File: config.mk
export PLATFORM = sky130hd
export DESIGN_NAME = imem_fetch_ctrl
export DESIGN_NICKNAME = d
export VERILOG_FILES = /design/src/rtl/imem_fetch_ctrl.sv
export SDC_FILE = /design/constraint.sdc
export NUM_CORES = 1
export LEC_CHECK = 0
export CAP_MARGIN = 10
export CELL_PAD_IN_SITES_DETAIL_PLACEMENT = 1
export CELL_PAD_IN_SITES_GLOBAL_PLACEMENT = 1
export CORE_ASPECT_RATIO = 1.1
export CORE_MARGIN = 2
export CORE_UTILIZATION = 34
export CTS_BUF_LIST = sky130_fd_sc_hd__clkbuf_16
export CTS_CLUSTER_DIAMETER = 120
export CTS_CLUSTER_SIZE = 16
export DETAILED_ROUTE_END_ITERATION = 12
export GPL_ROUTABILITY_DRIVEN = 0
export HOLD_SLACK_MARGIN = 0.05
export PLACE_DENSITY = 0.84
export SLEW_MARGIN = 5
export SYNTH_ARGS = -nofsm -noshare
export SYNTH_HDL_FRONTEND = slang
export SYNTH_SLANG_ARGS = --single-unit
File: constraint.sdc
create_clock -name clk -period 5 [get_ports clk]
set_input_delay 1 -clock clk [delete_from_list [all_inputs] [get_ports clk]]
set_output_delay 1 -clock clk [all_outputs]
set_load 0.03 [all_outputs]
File: src/rtl/imem_fetch_ctrl.sv
// rtl/imem_fetch_ctrl.sv - instruction memory port sequencer: byte loader, PC, stalls, branch redirects
// Shares one memory port between the program loader and the 32-bit big-endian fetch path.
module imem_fetch_ctrl #(
    parameter int          ADDR_W   = 11,
    parameter logic [31:0] RESET_PC = 32'h0
) (
    input  logic              clk,
    input  logic              rst,
    input  logic              load_start,
    input  logic              ld_valid,
    output logic              ld_ready,
    input  logic [ADDR_W-1:0] ld_addr,
    input  logic [7:0]        ld_data,
    input  logic              ld_last,
    input  logic              fetch_stall,
    input  logic              branch_taken,
    input  logic [31:0]       branch_target,
    output logic              mem_en,
    output logic [31:0]       mem_addr,
    output logic              mem_we,
    output logic [7:0]        mem_wdata,
    input  logic [31:0]       mem_rdata,
    output logic [31:0]       if_pc,
    output logic [31:0]       if_instr,
    output logic              if_valid,
    output logic [1:0]        state_o,
    output logic              addr_err,
    output logic [ADDR_W:0]   ld_count
);

    typedef enum logic [1:0] {
        S_IDLE = 2'b00,
        S_LOAD = 2'b01,
        S_RUN  = 2'b10,
        S_HALT = 2'b11
    } state_t;

    // Highest PC whose 4-byte word still fits inside the memory
    localparam logic [31:0]     PC_MAX  = 32'((64'd1 << ADDR_W) - 64'd4);
    localparam logic [ADDR_W:0] CNT_MAX = '1;

    state_t      state;
    logic [31:0] pc;
    logic [31:0] next_pc;
    logic        pc_bad;
    logic        ld_fire;

    always_comb begin
        ld_ready  = (state == S_LOAD);
        ld_fire   = ld_ready && ld_valid;
        mem_we    = ld_fire;
        mem_wdata = ld_fire ? ld_data : 8'h00;
        mem_en    = (state == S_RUN) && !fetch_stall;
        mem_addr  = 32'h0;
        if (state == S_LOAD)
            mem_addr = {{(32-ADDR_W){1'b0}}, ld_addr};
        else if (state == S_RUN)
            mem_addr = pc;
        next_pc = branch_taken ? branch_target : pc + 32'd4;
        pc_bad  = (next_pc[1:0] != 2'b00) || (next_pc > PC_MAX);
        state_o = state;
    end

    always_ff @(posedge clk or posedge rst) begin
        if (rst) begin
            state    <= S_IDLE;
            pc       <= RESET_PC;
            if_pc    <= 32'h0;
            if_instr <= 32'h0;
            if_valid <= 1'b0;
            addr_err <= 1'b0;
            ld_count <= '0;
        end else begin
            case (state)
                S_IDLE, S_HALT: begin
                    if (load_start) begin
                        state    <= S_LOAD;
                        ld_count <= '0;
                        if_valid <= 1'b0;
                    end
                end
                S_LOAD: begin
                    if (ld_fire) begin
                        if (ld_count != CNT_MAX)
                            ld_count <= ld_count + 1'b1;
                        if (ld_last) begin
                            state    <= S_RUN;
                            pc       <= RESET_PC;
                            addr_err <= 1'b0;
                        end
                    end
                end
                S_RUN: begin
                    if (load_start) begin
                        state    <= S_LOAD;
                        ld_count <= '0;
                        if_valid <= 1'b0;
                    end else if (fetch_stall) begin
                        // A redirect under stall flushes IF but still moves the PC
                        if (branch_taken) begin
                            if_valid <= 1'b0;
                            if (pc_bad) begin
                                state    <= S_HALT;
                                addr_err <= 1'b1;
                            end else begin
                                pc <= next_pc;
                            end
                        end
                    end else begin
                        if_instr <= mem_rdata;
                        if_pc    <= pc;
                        if_valid <= !pc_bad;
                        if (pc_bad) begin
                            state    <= S_HALT;
                            addr_err <= 1'b1;
                        end else begin
                            pc <= next_pc;
                        end
                    end
                end
                default: state <= S_IDLE;
            endcase
        end
    end

endmodule

### Word-level counts from Yosys, hierarchy flattened

Cells that the tools add are included.

| word-level totals | value |
|---|---|
| logic and storage cells | 75 |
| flip-flop bits (word level) | 112 |
| input port bits | 90 |

| operators by class | value |
|---|---|
| eq/ne operators | 12 |
| reduce and logical (&&, ||, !) cells | 16 |
| $lt $le $gt $ge | 1 |
| bitwise gates (word level) | 2 |
| add/subtract/negate cells | 2 |
| mux-type cells | 35 |

Operators by type and width:

| cell | number |
|---|---|
| $mux 32 | 9 |
| $pmux 32 s2 | 1 |
| $mux 12 | 3 |
| $add 32x3->32 const B | 1 |
| $gt 32x11->1 const B | 1 |
| $pmux 12 s2 | 1 |
| $mux 2 | 7 |
| $add 12x1->12 const B | 1 |
| $ne 12x12->1 const B | 1 |
| $mux 1 | 10 |
| $reduce_and 3->1 | 3 |
| $mux 8 | 1 |
| $ne 2x1->1 const B | 4 |
| $pmux 2 s3 | 1 |
| $reduce_bool 2->1 | 3 |
| $reduce_and 5->1 | 1 |
| $eq 2x2->1 const B | 2 |
| $ne 2x2->1 const B | 2 |
| $ne 4x4->1 const B | 1 |
| $pmux 1 s2 | 2 |
| $reduce_and 4->1 | 1 |
| $ne 3x3->1 const B | 1 |
| $reduce_or 3->1 | 1 |
| $eq 2x1->1 const B | 1 |
| 6 further kinds | 9 |

### Longest topological paths before layout

| depth | value |
|---|---|
| depth in word-level cells | 9 |
| gate-level depth with buffers | 12 |
| depth with buffers taken out | 9 |

### Worst setup path after synthesis

Ideal clock, no wire load.

| timing | value |
|---|---|
| kind | register to output |
| start point | register state[0] (netlist: state_o[0]) |
| end point | output mem_addr[5] |
| stages on the path, launching flop included | 7 |
| arrival time | 2066 ps |
| slack | 1934 ps |
| data required time | 4000 ps |
| cell sequence | dfrtp_1 inv_1 ha_1 clkbuf_1 clkbuf_1 nand2_1 o21ai_0 |

| between the ends | value |
|---|---|
| word-level cells in the longest chain between the ends | 3 |
| elaborated cells on any way between the ends | 4 |
| classes of those cells | 2 x eq/ne; 2 x mux |

Ends and longest elaborated chain:

| item | line | source |
|---|---|---|
| start, declared | 42 | `state_t state;` |
| start signal, assigned | 66 | `state <= S_IDLE;` |
| start signal, assigned | 77 | `state <= S_LOAD;` |
| start signal, assigned | 87 | `state <= S_RUN;` |
| $eq 2x2->1 | 57 | `else if (state == S_RUN)` |
| $mux 32 | 57 |  |
| $mux 32 * | 55 | `if (state == S_LOAD)` |
| end, declared | 19 | `output logic [31:0] mem_addr,` |

Mark *: on every way between the ends. The rest lies on a longest branch, timed or not.

### Worst setup path in the final report

| timing | value |
|---|---|
| start point | register state[0] (netlist: state_o[0]) |
| end point | output mem_addr[30] |

Same word-level chain as after synthesis.

==> impl_metrics.env <==
export IMPL_status="complete, no violations"
export IMPL_worstHoldPathCells=2
export IMPL_routed_wl_um=18900
export IMPL_grt_setup_unrepaired="no"
export IMPL_cts_hold_buffers=0
export IMPL_cts_root_buf="clkbuf_16"
export IMPL_worstSetupEndpointType="output port"
export IMPL_syn_nets=642
export IMPL_rows=49
export IMPL_worst_hold_slack_ps=505
export IMPL_die_h_um=140
export IMPL_ys_seq_area_share_pct=48.9
export IMPL_numClockSinks=112
export IMPL_syn_instance_count=547
export IMPL_vias=5100
export IMPL_via_per_inst=5.35
export IMPL_r2r_end="pc[9]"
export IMPL_dr_wl_met3_um=1500
export IMPL_synth_top_area_cell="dfrtp_1"
export IMPL_gr_usage_all_layers_pct=21.4
export IMPL_path_cells="inv_1 > ha_1 > nor2b_1 > buf_4 > and2_1 > clkdlybuf4s50_1"
export IMPL_ys_warn_count=0
export IMPL_power_density_nw_per_um2=408
export IMPL_hp_class="flip-flop to flip-flop"
export IMPL_post_cts_resized=0
export IMPL_placement_setup_worst_slack_ps=909
export IMPL_max_clock_freq_mhz=248
export IMPL_path_class="flip-flop to output port"
export IMPL_fin_ws_ps=972
export IMPL_grt_pass1_vias=5606
export IMPL_maxSlewHeadroom_pct=32.9
export IMPL_async_reset_ff_share_pct=100
export IMPL_tns_ps=0
export IMPL_final_core_util_pct=50.7
export IMPL_antenna_found_initial=0
export IMPL_syn_to_final_growth_pct=45.4
export IMPL_holdPathEnd="if_valid"
export IMPL_cp_data_required_time_ps=4000
export IMPL_ys_top_cells_by_area="dfrtp_1, mux2_2, and2_1, nand2_1, o21ai_0"
export IMPL_antenna_left=0
export IMPL_final_cells=953
export IMPL_place_hpwl_um=14000
export IMPL_clock_path_buffers=2
export IMPL_post_place_cells=936
export IMPL_setup_viol=0
export IMPL_drive_above_1_share_pct=13.2
export IMPL_highest_layer="met4"
export IMPL_htreeDepth=3
export IMPL_synth_top_cell_area_share_pct=48.9
export IMPL_placeableCoreArea_um2=16400
export IMPL_cp_slowest_cell="clkdlybuf4s50_1"
export IMPL_drtIter0Drc=281
export IMPL_min_delay_start="if_valid"
export IMPL_boundaryPins=213
export IMPL_route_met2_wl_um=9650
export IMPL_dieWidth_um=128
export IMPL_fin_crit_ps=4030
export IMPL_wire_per_inst_um=19.9
export IMPL_start_util_pct=34.9
export IMPL_cp_max_fo=21
export IMPL_drt_first_pass_iters=5
export IMPL_ir_drop_mv=0.297
export IMPL_min_period_over_period_pct=80.6
export IMPL_drv_slew=0
export IMPL_skew_ps=12.4
export IMPL_tritoncts="built"
export IMPL_numCtsBuffers=9
export IMPL_cpPeakStageDelay_ps=680
export IMPL_gr_total_overflow=0
export IMPL_syn_avg_cell_area_um2=10.5
export IMPL_grt_pass1_wl_um=30400
export IMPL_io_buffer_count=212
export IMPL_placed_area_um2=8030
export IMPL_leakage_nw=3.53
export IMPL_diodes=0
export IMPL_worst_skew_pair_late_latency_ps=360
export IMPL_die_area_um2=17900
export IMPL_drc=0
export IMPL_ys_types=62
export IMPL_synthFlopType="dfrtp_1"
export IMPL_worst_pin_slew_ps=1000
export IMPL_synth_area_um2=5730
export IMPL_finalPower_mw=3.40
export IMPL_synth_edf_count=0
export IMPL_critPathLaunchType="flip-flop"
export IMPL_synth_seq_cells=112
export IMPL_final_area_um2=8330
export IMPL_final_nets=839
export IMPL_reg2reg_depth=8
export IMPL_cts_setup_buffers=0
export IMPL_grt_max_degree=45
export IMPL_cap_violations=0
export IMPL_wl_met1_um=7530
export IMPL_r2r_start="pc[7]"
export IMPL_finalHoldViolations=0
export IMPL_worstPathArrival_ps=3030
export IMPL_cts_clk_slew_worst_paths_ps=80
export IMPL_reg2reg_slack_ps=1230
per-layer routing:
metal	track usage, %	vias up
met5	0	-
met4	5.49	0
met3	7.33	24
met2	37.2	185
met1	25.3	2553
li1	-	2338
power by group:
group / internal, mW / leakage, nW / switching (mW) / total [mW]
Combinational: 0.622 / 1.87 / 0.882 / 1.50
Sequential: 1.06 / 1.51 / 0.102 / 1.16
Clock: 0.389 / 0.144 / 0.344 / 0.733
area by class of cell:
type / count / area, um^2
Multi-Input combinational cell: 393 / 2760
Timing Repair Buffer: 219 / 2190
Clock buffer: 9 / 225
Clock inverter: 7 / 68.8
Sequential cell: 112 / 2800
Tap cell: 204 / 255
Fill cell: 1787 / 8100
Inverter: 9 / 36.3
worst max-delay path, delay by kind of cell (launching register included):
| family | cells | cell delay [ps] |
|---|---|---|
| buffers and inverters | 3 | 1040 |
| DFF | 1 | 420 |
| and+or+nand+nor | 2 | 620 |
| adders and majority gates | 1 | 580 |
state kept, by name, indices dropped and copies added, names as in the netlist:
| name | count |
|---|---|
| addr_err | 1 |
| if_pc | 32 |
| ld_count | 12 |
| pc | 32 |
| if_instr | 32 |
| if_valid | 1 |
| state_o | 2 |
cell usage after synthesis, types with 3 or more instances:
master and instances:
a32o_1 3, o211ai_1 3, mux2i_1 4, nand4_1 12, nand3_1 22, buf_1 3, a31oi_1 3, nor2b_1 9
o21ai_0 24, and4_1 8, buf_2 6, xnor2_1 5, and3_1 11, o21ai_1 4, or4_1 3, nand2_1 55
mux2_2 66, ha_1 5, nor3_1 9, o31ai_1 5, xor2_1 10, a22o_1 3, a21oi_1 9, inv_1 9
clkbuf_1 22, nor4_1 4, nand2b_1 3, and2_1 43, dfrtp_1 112, nor2_1 29, or3_1 5
worst max-delay path by stage:
| stage | startpoint | endpoint | slack, ps |
|---|---|---|---|
| 6_report | state_o[0] | mem_addr[30] | 970 |
| 5_1_grt | state_o[0] | mem_addr[26] | 790 |
| 4_1_cts | state_o[0] | mem_addr[30] | 560 |
| 3_5_place_dp | branch_taken | pc[9] | 910 |
| 3_3_place_gp | branch_taken | pc[9] | 1080 |
| 2_1_floorplan | rst | addr_err | 1040 |
cell usage in the layout, fill, tap and decap left out, types with 9 or more instances in the layout:
cell / Yosys / final
nor2_1: 29 / 29
xor2_1: 10 / 10
nand2_1: 55 / 55
mux2_2: 66 / 66
nand4_1: 12 / 12
clkdlybuf4s50_1: 0 / 212
o21ai_0: 24 / 24
nor3_1: 9 / 9
a21oi_1: 9 / 9
dfrtp_1: 112 / 112
and2_1: 43 / 43
and3_1: 11 / 11
clkbuf_16: 0 / 9
nand3_1: 22 / 22
cell families (layout without fill, tap and decap cells):
| kind of cell | count (synthesis) | in the layout | share of synthesized area (%) |
|---|---|---|---|
| DFF | 112 | 112 | 48.9 |
| AOI/OAI and AO/OA | 81 | 81 | 9.76 |
| muxes | 70 | 70 | 13.7 |
| and+or+nand+nor | 222 | 222 | 21.2 |
| xor gates and xnor gates | 15 | 15 | 2.29 |
| buffers and inverters | 42 | 244 | 3.08 |
| adders and majority gates | 5 | 5 | 1.09 |
Note: power is estimated with default switching activity, not from simulation.
